### src/rtl/delay_chain_pkg.sv
// Shared types and helpers for the programmable delay line.
//   dc_state_e : controller state (FILL while the line refills, RUN when valid)
//   len_ok     : range check for a requested delay (1..max_len)
//   ptr_sub    : modular pointer subtraction, no power-of-2 assumption
package delay_chain_pkg;

  typedef enum logic {
    FILL = 1'b0,
    RUN  = 1'b1
  } dc_state_e;

  // Requested delay is legal when 1 <= len <= max_len.
  function automatic logic len_ok(input int unsigned len, input int unsigned max_len);
    return (len != 0) && (len <= max_len);
  endfunction

  // (ptr - off) mod max_len; callers guarantee ptr < max_len and off < max_len.
  function automatic int unsigned ptr_sub(input int unsigned ptr,
                                          input int unsigned off,
                                          input int unsigned max_len);
    return (ptr >= off) ? (ptr - off) : (ptr + max_len - off);
  endfunction

endpackage

### src/rtl/delay_chain_ctrl_ram.sv
// Simple dual-port RAM: synchronous write, combinational read, no reset.
// Ports:
//   clk   : write clock
//   we    : write enable
//   waddr : write address
//   wdata : write data
//   raddr : read address
//   rdata : read data (combinational)
module dc_sdp_ram #(
  parameter  int unsigned DW    = 8,
  parameter  int unsigned DEPTH = 16,
  localparam int unsigned AW    = $clog2(DEPTH)
) (
  input  logic          clk,
  input  logic          we,
  input  logic [AW-1:0] waddr,
  input  logic [DW-1:0] wdata,
  input  logic [AW-1:0] raddr,
  output logic [DW-1:0] rdata
);

  logic [DW-1:0] mem [DEPTH];

  // Write port
  always_ff @(posedge clk) begin
    if (we) mem[waddr] <= wdata;
  end

  // Read port, sees the old contents during a write cycle
  assign rdata = mem[raddr];

endmodule

### src/rtl/delay_chain_ctrl.sv
// Runtime-programmable memory-based delay line with fill tracking.
// A circular buffer is written every enabled cycle; the read address trails the
// write pointer by (len-1). After a delay change the line refills and dout_vld
// stays low until every sample in the window belongs to the new delay.
// Ports:
//   clk, rst_n : clock, asynchronous active-low reset
//   en         : advance the line by one sample
//   din        : sample input
//   cfg_len    : requested delay (1..MAX_LEN)
//   cfg_load   : strobe applying cfg_len
//   cfg_err    : one-cycle pulse for an out-of-range cfg_len
//   cfg_busy   : high while refilling
//   dout       : delayed sample, zero while dout_vld is low
//   dout_vld   : dout is a genuine sample delayed by exactly len
module delay_chain_ctrl
  import delay_chain_pkg::*;
#(
  parameter  int unsigned DW      = 8,
  parameter  int unsigned MAX_LEN = 16,
  parameter  int unsigned DEF_LEN = 5,
  localparam int unsigned AW      = $clog2(MAX_LEN)
) (
  input  logic          clk,
  input  logic          rst_n,
  input  logic          en,
  input  logic [DW-1:0] din,
  input  logic [AW:0]   cfg_len,
  input  logic          cfg_load,
  output logic          cfg_err,
  output logic          cfg_busy,
  output logic [DW-1:0] dout,
  output logic          dout_vld
);

  localparam int unsigned LW = AW + 1;

  dc_state_e     state_q, state_d;
  logic [AW-1:0] wr_ptr_q, wr_ptr_d, rd_addr;
  logic [LW-1:0] len_q, len_d, cnt_q, cnt_d, cnt_inc;
  logic [DW-1:0] ram_rdata, rd_data, dout_d;
  logic          vld_d, err_d, busy_d, load_ok;

  // Read trails the write pointer by len-1 entries, modulo MAX_LEN
  assign rd_addr = AW'(ptr_sub(32'(wr_ptr_q), 32'(len_q) - 32'd1, MAX_LEN));
  // len==1 degenerates to a plain register: bypass the RAM
  assign rd_data = (len_q == LW'(1)) ? din : ram_rdata;
  assign cnt_inc = cnt_q + LW'(1);

  dc_sdp_ram #(
    .DW    (DW),
    .DEPTH (MAX_LEN)
  ) u_ram (
    .clk   (clk),
    .we    (en),
    .waddr (wr_ptr_q),
    .wdata (din),
    .raddr (rd_addr),
    .rdata (ram_rdata)
  );

  // State register
  always_ff @(posedge clk or negedge rst_n) begin
    if (!rst_n) state_q <= FILL;
    else        state_q <= state_d;
  end

  // Next-state and output logic
  always_comb begin
    state_d  = state_q;
    len_d    = len_q;
    cnt_d    = cnt_q;
    wr_ptr_d = wr_ptr_q;
    dout_d   = dout;
    vld_d    = dout_vld;
    err_d    = 1'b0;
    load_ok  = cfg_load && len_ok(32'(cfg_len), MAX_LEN);

    if (cfg_load && !load_ok) err_d = 1'b1;

    if (en) wr_ptr_d = (wr_ptr_q == AW'(MAX_LEN - 1)) ? '0 : wr_ptr_q + AW'(1);

    if (load_ok) begin
      // New delay: discard the window and start counting afresh
      len_d   = cfg_len;
      state_d = FILL;
      cnt_d   = '0;
      dout_d  = '0;
      vld_d   = 1'b0;
      if (en) begin
        cnt_d = LW'(1);
        if (cfg_len == LW'(1)) begin
          state_d = RUN;
          vld_d   = 1'b1;
          dout_d  = din;
        end
      end
    end else if (en) begin
      unique case (state_q)
        FILL: begin
          cnt_d = cnt_inc;
          if (cnt_inc == len_q) begin
            state_d = RUN;
            vld_d   = 1'b1;
            dout_d  = rd_data;
          end else begin
            dout_d  = '0;
          end
        end
        RUN: begin
          vld_d  = 1'b1;
          dout_d = rd_data;
        end
        default: state_d = FILL;
      endcase
    end

    busy_d = (state_d == FILL);
  end

  // Datapath and output registers
  always_ff @(posedge clk or negedge rst_n) begin
    if (!rst_n) begin
      len_q    <= LW'(DEF_LEN);
      cnt_q    <= '0;
      wr_ptr_q <= '0;
      dout     <= '0;
      dout_vld <= 1'b0;
      cfg_err  <= 1'b0;
      cfg_busy <= 1'b1;
    end else begin
      len_q    <= len_d;
      cnt_q    <= cnt_d;
      wr_ptr_q <= wr_ptr_d;
      dout     <= dout_d;
      dout_vld <= vld_d;
      cfg_err  <= err_d;
      cfg_busy <= busy_d;
    end
  end

endmodule

### config.mk
export PLATFORM = sky130hd
export DESIGN_NAME = delay_chain_ctrl
export DESIGN_NICKNAME = d
export VERILOG_FILES = /design/src/rtl/delay_chain_pkg.sv /design/src/rtl/delay_chain_ctrl_ram.sv /design/src/rtl/delay_chain_ctrl.sv
export SDC_FILE = /design/constraint.sdc
export NUM_CORES = 1
export LEC_CHECK = 0
export BUFFER_PORTS_ARGS = -buffer_cell sky130_fd_sc_hd__buf_2
export CAP_MARGIN = 20
export CORE_UTILIZATION = 61
export CTS_CLUSTER_SIZE = 20
export DETAILED_ROUTE_END_ITERATION = 7
export PLACE_DENSITY = 0.79
export SLEW_MARGIN = 40
export SYNTH_ARGS = -nofsm -noshare
export SYNTH_HDL_FRONTEND = slang
export SYNTH_SLANG_ARGS = --single-unit
### constraint.sdc
create_clock -name clk -period 4.4 [get_ports clk]
set_input_delay 0.44 -clock clk [delete_from_list [all_inputs] [get_ports clk]]
set_output_delay 0.44 -clock clk [all_outputs]
set_load 0.02 [all_outputs]
* Word-level counts from Yosys, hierarchy flattened
Memory sizes are Yosys's and may differ from the RTL's.
Cells that the tools add are included.
** Cells by class
- $add $sub $neg :: 6
- Magnitude comparators :: 2
- Equality and inequality tests :: 6
- Multiplexer cells :: 26
- Bitwise gates (word level) :: 2
- Reductions and logical operators :: 8
** Operators with widths (number)
- 2-to-1 mux 8 bit :: 6
- >= comparator 4 x 32 -> 1 bit :: 1
- one-hot mux 8 bit (2 select lines) :: 1
- 2-to-1 mux 5 bit :: 3
- 2-to-1 mux 1 bit :: 13
- == test 5 x 1 -> 1 bit, second input constant :: 2
- adder 4 x 1 -> 4 bit, second input constant :: 2
- 2-to-1 mux 4 bit :: 2
- subtractor 4 bit :: 2
- subtractor 5 x 1 -> 6 bit, second input constant :: 1
- adder 5 x 1 -> 5 bit, second input constant :: 1
- == test 5 bit :: 1
- less-or-equal comparator 5 bit, second input constant :: 1
- nonzero test 5 bit :: 1
- == test 4 bit, second input constant :: 1
- AND reduction 2 bit :: 2
- logical AND 1 bit :: 3
- inequality test 3 bit, second input constant :: 1
- inequality test 2 x 1 -> 1 bit, second input constant :: 1
- inverter 1 bit :: 2
- one-hot mux 1 bit (2 select lines) :: 1
- nonzero test 2 bit :: 1
- zero test 1 bit :: 1
** Word-level totals
- Bits in registers :: 26
- Bits in writable memories :: 128
- Output and inout bits :: 11
- Word-level logic and storage cells :: 59
- Memories kept :: 1
** Memories
- u_ram.mem :: words 16, bits a word 8, read ports 1, clocked after memory_dff 0, write ports 1, line delay_chain_ctrl_ram.sv:22 : logic [DW-1:0] mem [DEPTH];

* Depth between registers and ports, before layout
An unclocked memory read counts as a cell.
- Word-level depth :: 9
- Gate-level depth with buffers :: 11
- Gate-level depth less buffers :: 9

* Hierarchy
A second synthesis with hierarchy kept.
** Unflattened totals
- Cell total of the unflattened synthesis :: 404
- Area total of the unflattened synthesis :: 6740.2 um^2
** Modules (own cells, without submodules)
- dc_sdp_ram :: instances 1, cells an instance 221, area each 4987.3 um^2, sequential area each 3843.7 um^2
- delay_chain_ctrl :: instances 1, cells an instance 183, area each 1752.9 um^2, sequential area each 654.4 um^2

* Worst setup path after synthesis
No wires, ideal clock.
- Path type :: register -> register
- Start point :: register len_q[0]
- End point :: register dout[2]
- Library setup time :: 0.130 ns
- Arrival :: 2.902 ns
- Required time :: 4.270 ns
- Path slack :: 1.368 ns
- Stages on the path, launching flop included :: 10
- Clock period less this slack :: 3.032 ns
- Path through :: dfstp_2 inv_1 ha_1 inv_1 fa_1 buf_1 clkbuf_1 mux4_2 a211oi_1 o31ai_1
** Between the ends
- Cells in the longest elaborated chain, start to end :: 9
** Ends and longest elaborated chain
- start: declaration :: line delay_chain_ctrl.sv:39 : logic [LW-1:0] len_q, len_d, cnt_q, cnt_d, cnt_inc;
- start signal: assignment :: line delay_chain_ctrl.sv:123 : len_q <= LW'(DEF_LEN);
- start signal: assignment :: line delay_chain_ctrl.sv:131 : len_q <= len_d;
- subtractor 5 x 1 -> 6 bit :: line delay_chain_ctrl.sv:44 : assign rd_addr = AW'(ptr_sub(32'(wr_ptr_q), 32'(len_q) - 32'd1, MAX_LEN));
- >= comparator 4 x 32 -> 1 bit / subtractor 4 bit (equally long branches) :: line delay_chain_pkg.sv:21 : return (ptr >= off) ? (ptr - off) : (ptr + max_len - off);
- 2-to-1 mux 4 bit :: line delay_chain_pkg.sv:21
- memory (16 x 8 bit)
- 2-to-1 mux 8 bit :: line delay_chain_ctrl.sv:46 : assign rd_data = (len_q == LW'(1)) ? din : ram_rdata;
- 2-to-1 mux 8 bit :: line delay_chain_ctrl.sv:101 : if (cnt_inc == len_q) begin
- one-hot mux 8 bit (2 select lines) (*) :: line delay_chain_ctrl.sv:98 : unique case (state_q)
- 2-to-1 mux 8 bit (*) :: line delay_chain_ctrl.sv:97 : end else if (en) begin
- 2-to-1 mux 8 bit (*) :: line delay_chain_ctrl.sv:82 : if (load_ok) begin
- end signal: assignment :: line delay_chain_ctrl.sv:134 : dout <= dout_d;
- end: declaration :: line delay_chain_ctrl.sv:31 : output logic [DW-1:0] dout,
Every way passes the cells marked *; elsewhere a longest branch is shown, timed or not. The select of a mux whose other input is x is not followed.
A chain may end at the register's enable or synchronous reset.

* Worst setup path after layout
- Start point :: register len_q[0]
- End point :: register dout[4]
The elaborated chain is that of the path after synthesis.

==> flow_summary.toml <==
[outcome]
status = "finished, final reports clean"

[worst_setup_path]
critical_path_required_ns = 4.78
path_buf_inv = 3
reg2reg_slack_ns = 0.88
max_stage_delay_ns = 0.95
cp-startpoint = "len_q[0]"
critPathCaptureType = "flip-flop"
critPathMaxFanout = 20
critical_path.endpoint = "dout[4]"
r2r_end = "dout[4]"
cp.depth = 9
critPathArrivalTime_ns = 3.90
crit_chain = "inv_1, ha_1, inv_1, fa_1, buf_4, mux4_2, and3_1, a211oi_1, o31ai_1"
crit_path_frequent_cell = "inv_1"
worstSetupPathType = "flip-flop to flip-flop"
path_delay_family = "adder cells"
r2r_start = "len_q[0]"
r2r_cells = 9
worst_setup_path_start_kind = "flip-flop"
slowest_stage = "fa_1"

[route]
wl_per_cell_um = 23.8
vias = 3742
drt_first_pass_iters = 5
postRouteAntennaNets = 0
wirelength_um = 13800
vias_per_cell = 6.44
post-route-drc-count = 0
drt_iter0_drc = 352

[clocking]
cts_buffers = 17
clk_latency_ns = 0.53
cts.sinks = 154
cts.hold.buffers_added = 1
cts_root_buf = "clkbuf_8"
cts_tree = "yes"
clk_path_buf_depth = 2
postCtsSetupBuffers = 0
htree_num_levels = 4
clkSlewWorstSetupHoldPaths_ns = 0.06
cts_resized = 0

[synthesis]
yosys_warnings = 0
ys_seq_elements = 154
yosysSeqAreaShare_pct = 68.6
synthFlopType = "edfxtp_1"
ys_types = 47
netlist_instances = 397
synth-compound-area-share_pct = 5.78
synthesis.nets = 425
synthXorXnorAreaFrac_pct = 2.27
synthAdderAreaFrac_pct = 2.21
async_reset_ff_share_pct = 16.9
syn_area_sq_mm = 0.00656
avgSynthCellArea_sq_um = 16.5
synth_edf_count = 128
synthMuxAreaShare_pct = 11.3
synth_top_family_by_area = "multiplexers"
synthSimpleGateAreaFrac_pct = 7.84

[floorplan]
pin_count = 28
coreArea_sq_mm = 0.0104
die_area_sq_mm = 0.0112
core.rowCount = 37
initial_core_util_pct = 63.2
die_h_um = 106
die_x_um = 106

[sta]
fin_skew_ns = 0.0106
tightest_slew_ns = 0.857
drv_slew = 0
fin_setup_tns_ns = 0
finalSetupViolCount = 0
period_share_pct = 79.9
relSlewSlack_pct = 42.7
finalHoldViolCount = 0
rsz0062_at_grt = "no"
layout_min_cycle_time_ns = 3.52
timing.fmax_ghz = 0.284

[placement]
post-dp-hpwl_um = 8560
placed_cell_area_sq_mm = 0.00683
gp_congestion = 0.785
io_buffers = 27

[run]
cap_violations = 0

[layout]
finalCoreUtilization_pct = 72.0
multi_input_area_sq_mm = 0.00198
antenna_cells = 0
fin_area_sq_mm = 0.00747
seqCellArea_sq_mm = 0.00450
drive_above_1_share_pct = 25.8
final_cell_mix = "128 x edfxtp_1, 32 x mux4_2, 27 x buf_2"
nFillCells = 618
final_common_cell = "edfxtp_1"
fin_nets = 460
syn2layout_area_growth_pct = 13.9

[pwr]
p_leak_nw = 2.60
vdd_drop_max_uv = 436
power.density_mw_per_mm2 = 730

[worst_hold_path]
hold_path_class = "primary input to flip-flop"

[grt]
grt_pass1_wl_um = 21000
grt_max_degree = 27
groute.usage.overall_pct = 26.7
antenna_found_initial = 0
grt_overflow = 0
grt_pass1_vias = 3720
-- cell families (layout without fill, tap and decap cells) --
logic type / after synthesis / in the layout
AO/OA/AOI/OAI: 55 / 55
XOR/XNOR: 17 / 17
adder cells (fa/ha/maj): 11 / 11
buffers and inverters: 26 / 74
flip-flops: 154 / 154
multiplexers: 34 / 34
AND/OR/NAND/NOR: 100 / 100
-- through the flow --
step	hold WS [ns]	instances	setup WS [ns]	power (mW)
detailed placement	0.485	548	0.895	3.93
global route	0.132	581	0.734	5.66
global placement	0.478	548	1.09	3.84
finish	0.148	581	0.884	5.45
floorplan	0.144	397	1.37	3.40
CTS	0.118	581	0.882	5.42
-- where the power goes --
part           total [mW]  switching (mW)  internal, mW
logic                2.10            1.18         0.919
clock network        1.47           0.557         0.913
registers            1.88           0.117          1.77
total                5.45            1.85          3.60
-- worst register-to-register path, stage by stage, from the launching register on --
cell and delay, ns:
dfstp_2 0.58, inv_1 0.11, ha_1 0.32, inv_1 0.06, fa_1 0.95, buf_4 0.42, mux4_2 0.36, and3_1 0.20
a211oi_1 0.25, o31ai_1 0.14
-- flip-flops by register name (all words and copies together), names as in the netlist --
name       cells
wr_ptr_q       4
cfg_err        1
cnt_q          5
dout           8
cfg_busy       1
u_ram.mem    128
len_q          5
state_q        1
dout_vld       1
-- cell type report --
class / count / share of cell area (%)
clock buffers: 18 / 5.60
repair buffers: 34 / 2.55
clock inverters: 14 / 2.38
inverters: 8 / 0.402
flip-flops and latches: 154 / 60.2
multi-input cells: 217 / 26.5
well taps: 136 / 2.28
-- worst min-delay path by stage --
stage	slack (ns)	cells after the start	from	to
final	0.15	3	cfg_len[2]	len_q[2]
after global routing	0.13	3	cfg_len[2]	len_q[2]
after CTS	0.12	3	cfg_len[2]	len_q[2]
after detailed placement	0.49	1	rst_n	cnt_q[3]
after global placement	0.48	1	rst_n	cnt_q[2]
after floorplan	0.14	0	rst_n	cfg_err
-- synth_stat cells (2+ instances only) --
master      n  area [sq um]
a211oi_1   16           120
a21oi_1     7          35.0
a22oi_1     8          60.1
and2_1      2          12.5
and3_1     14          87.6
buf_1       2          7.51
buf_2       3          15.0
buf_4       3          22.5
buf_6       2          22.5
clkbuf_1    7          26.3
dfrtp_1    23           576
dfstp_2     3          78.8
edfxtp_1  128          3840
ha_1       10           125
inv_1       8          30.0
mux2_2      2          22.5
mux4_2     32           721
nand2_1    24          90.1
nand2b_1    7          43.8
nand3_1     6          30.0
nand3b_1    2          15.0
nand4_1     2          12.5
nor2_1     28           105
nor2b_1     2          12.5
nor3_1      4          20.0
o21ai_0     8          40.0
o21ai_1     2          10.0
o31ai_1     7          52.6
or3_1       2          12.5
xnor2_1    12           105
xor2_1      5          43.8
-- layer usage --
layer | global-route usage [%] | wire length (um) | vias to the layer above
met5 | 0 | 0 | -
met3 | 7.30 | 1190 | 27
met2 | 42.3 | 6930 | 198
met4 | 10.2 | 255 | 0
met1 | 35.5 | 5460 | 1890
li1 | - | - | 1627
No activity file was read; power rests on OpenSTA's default activity.
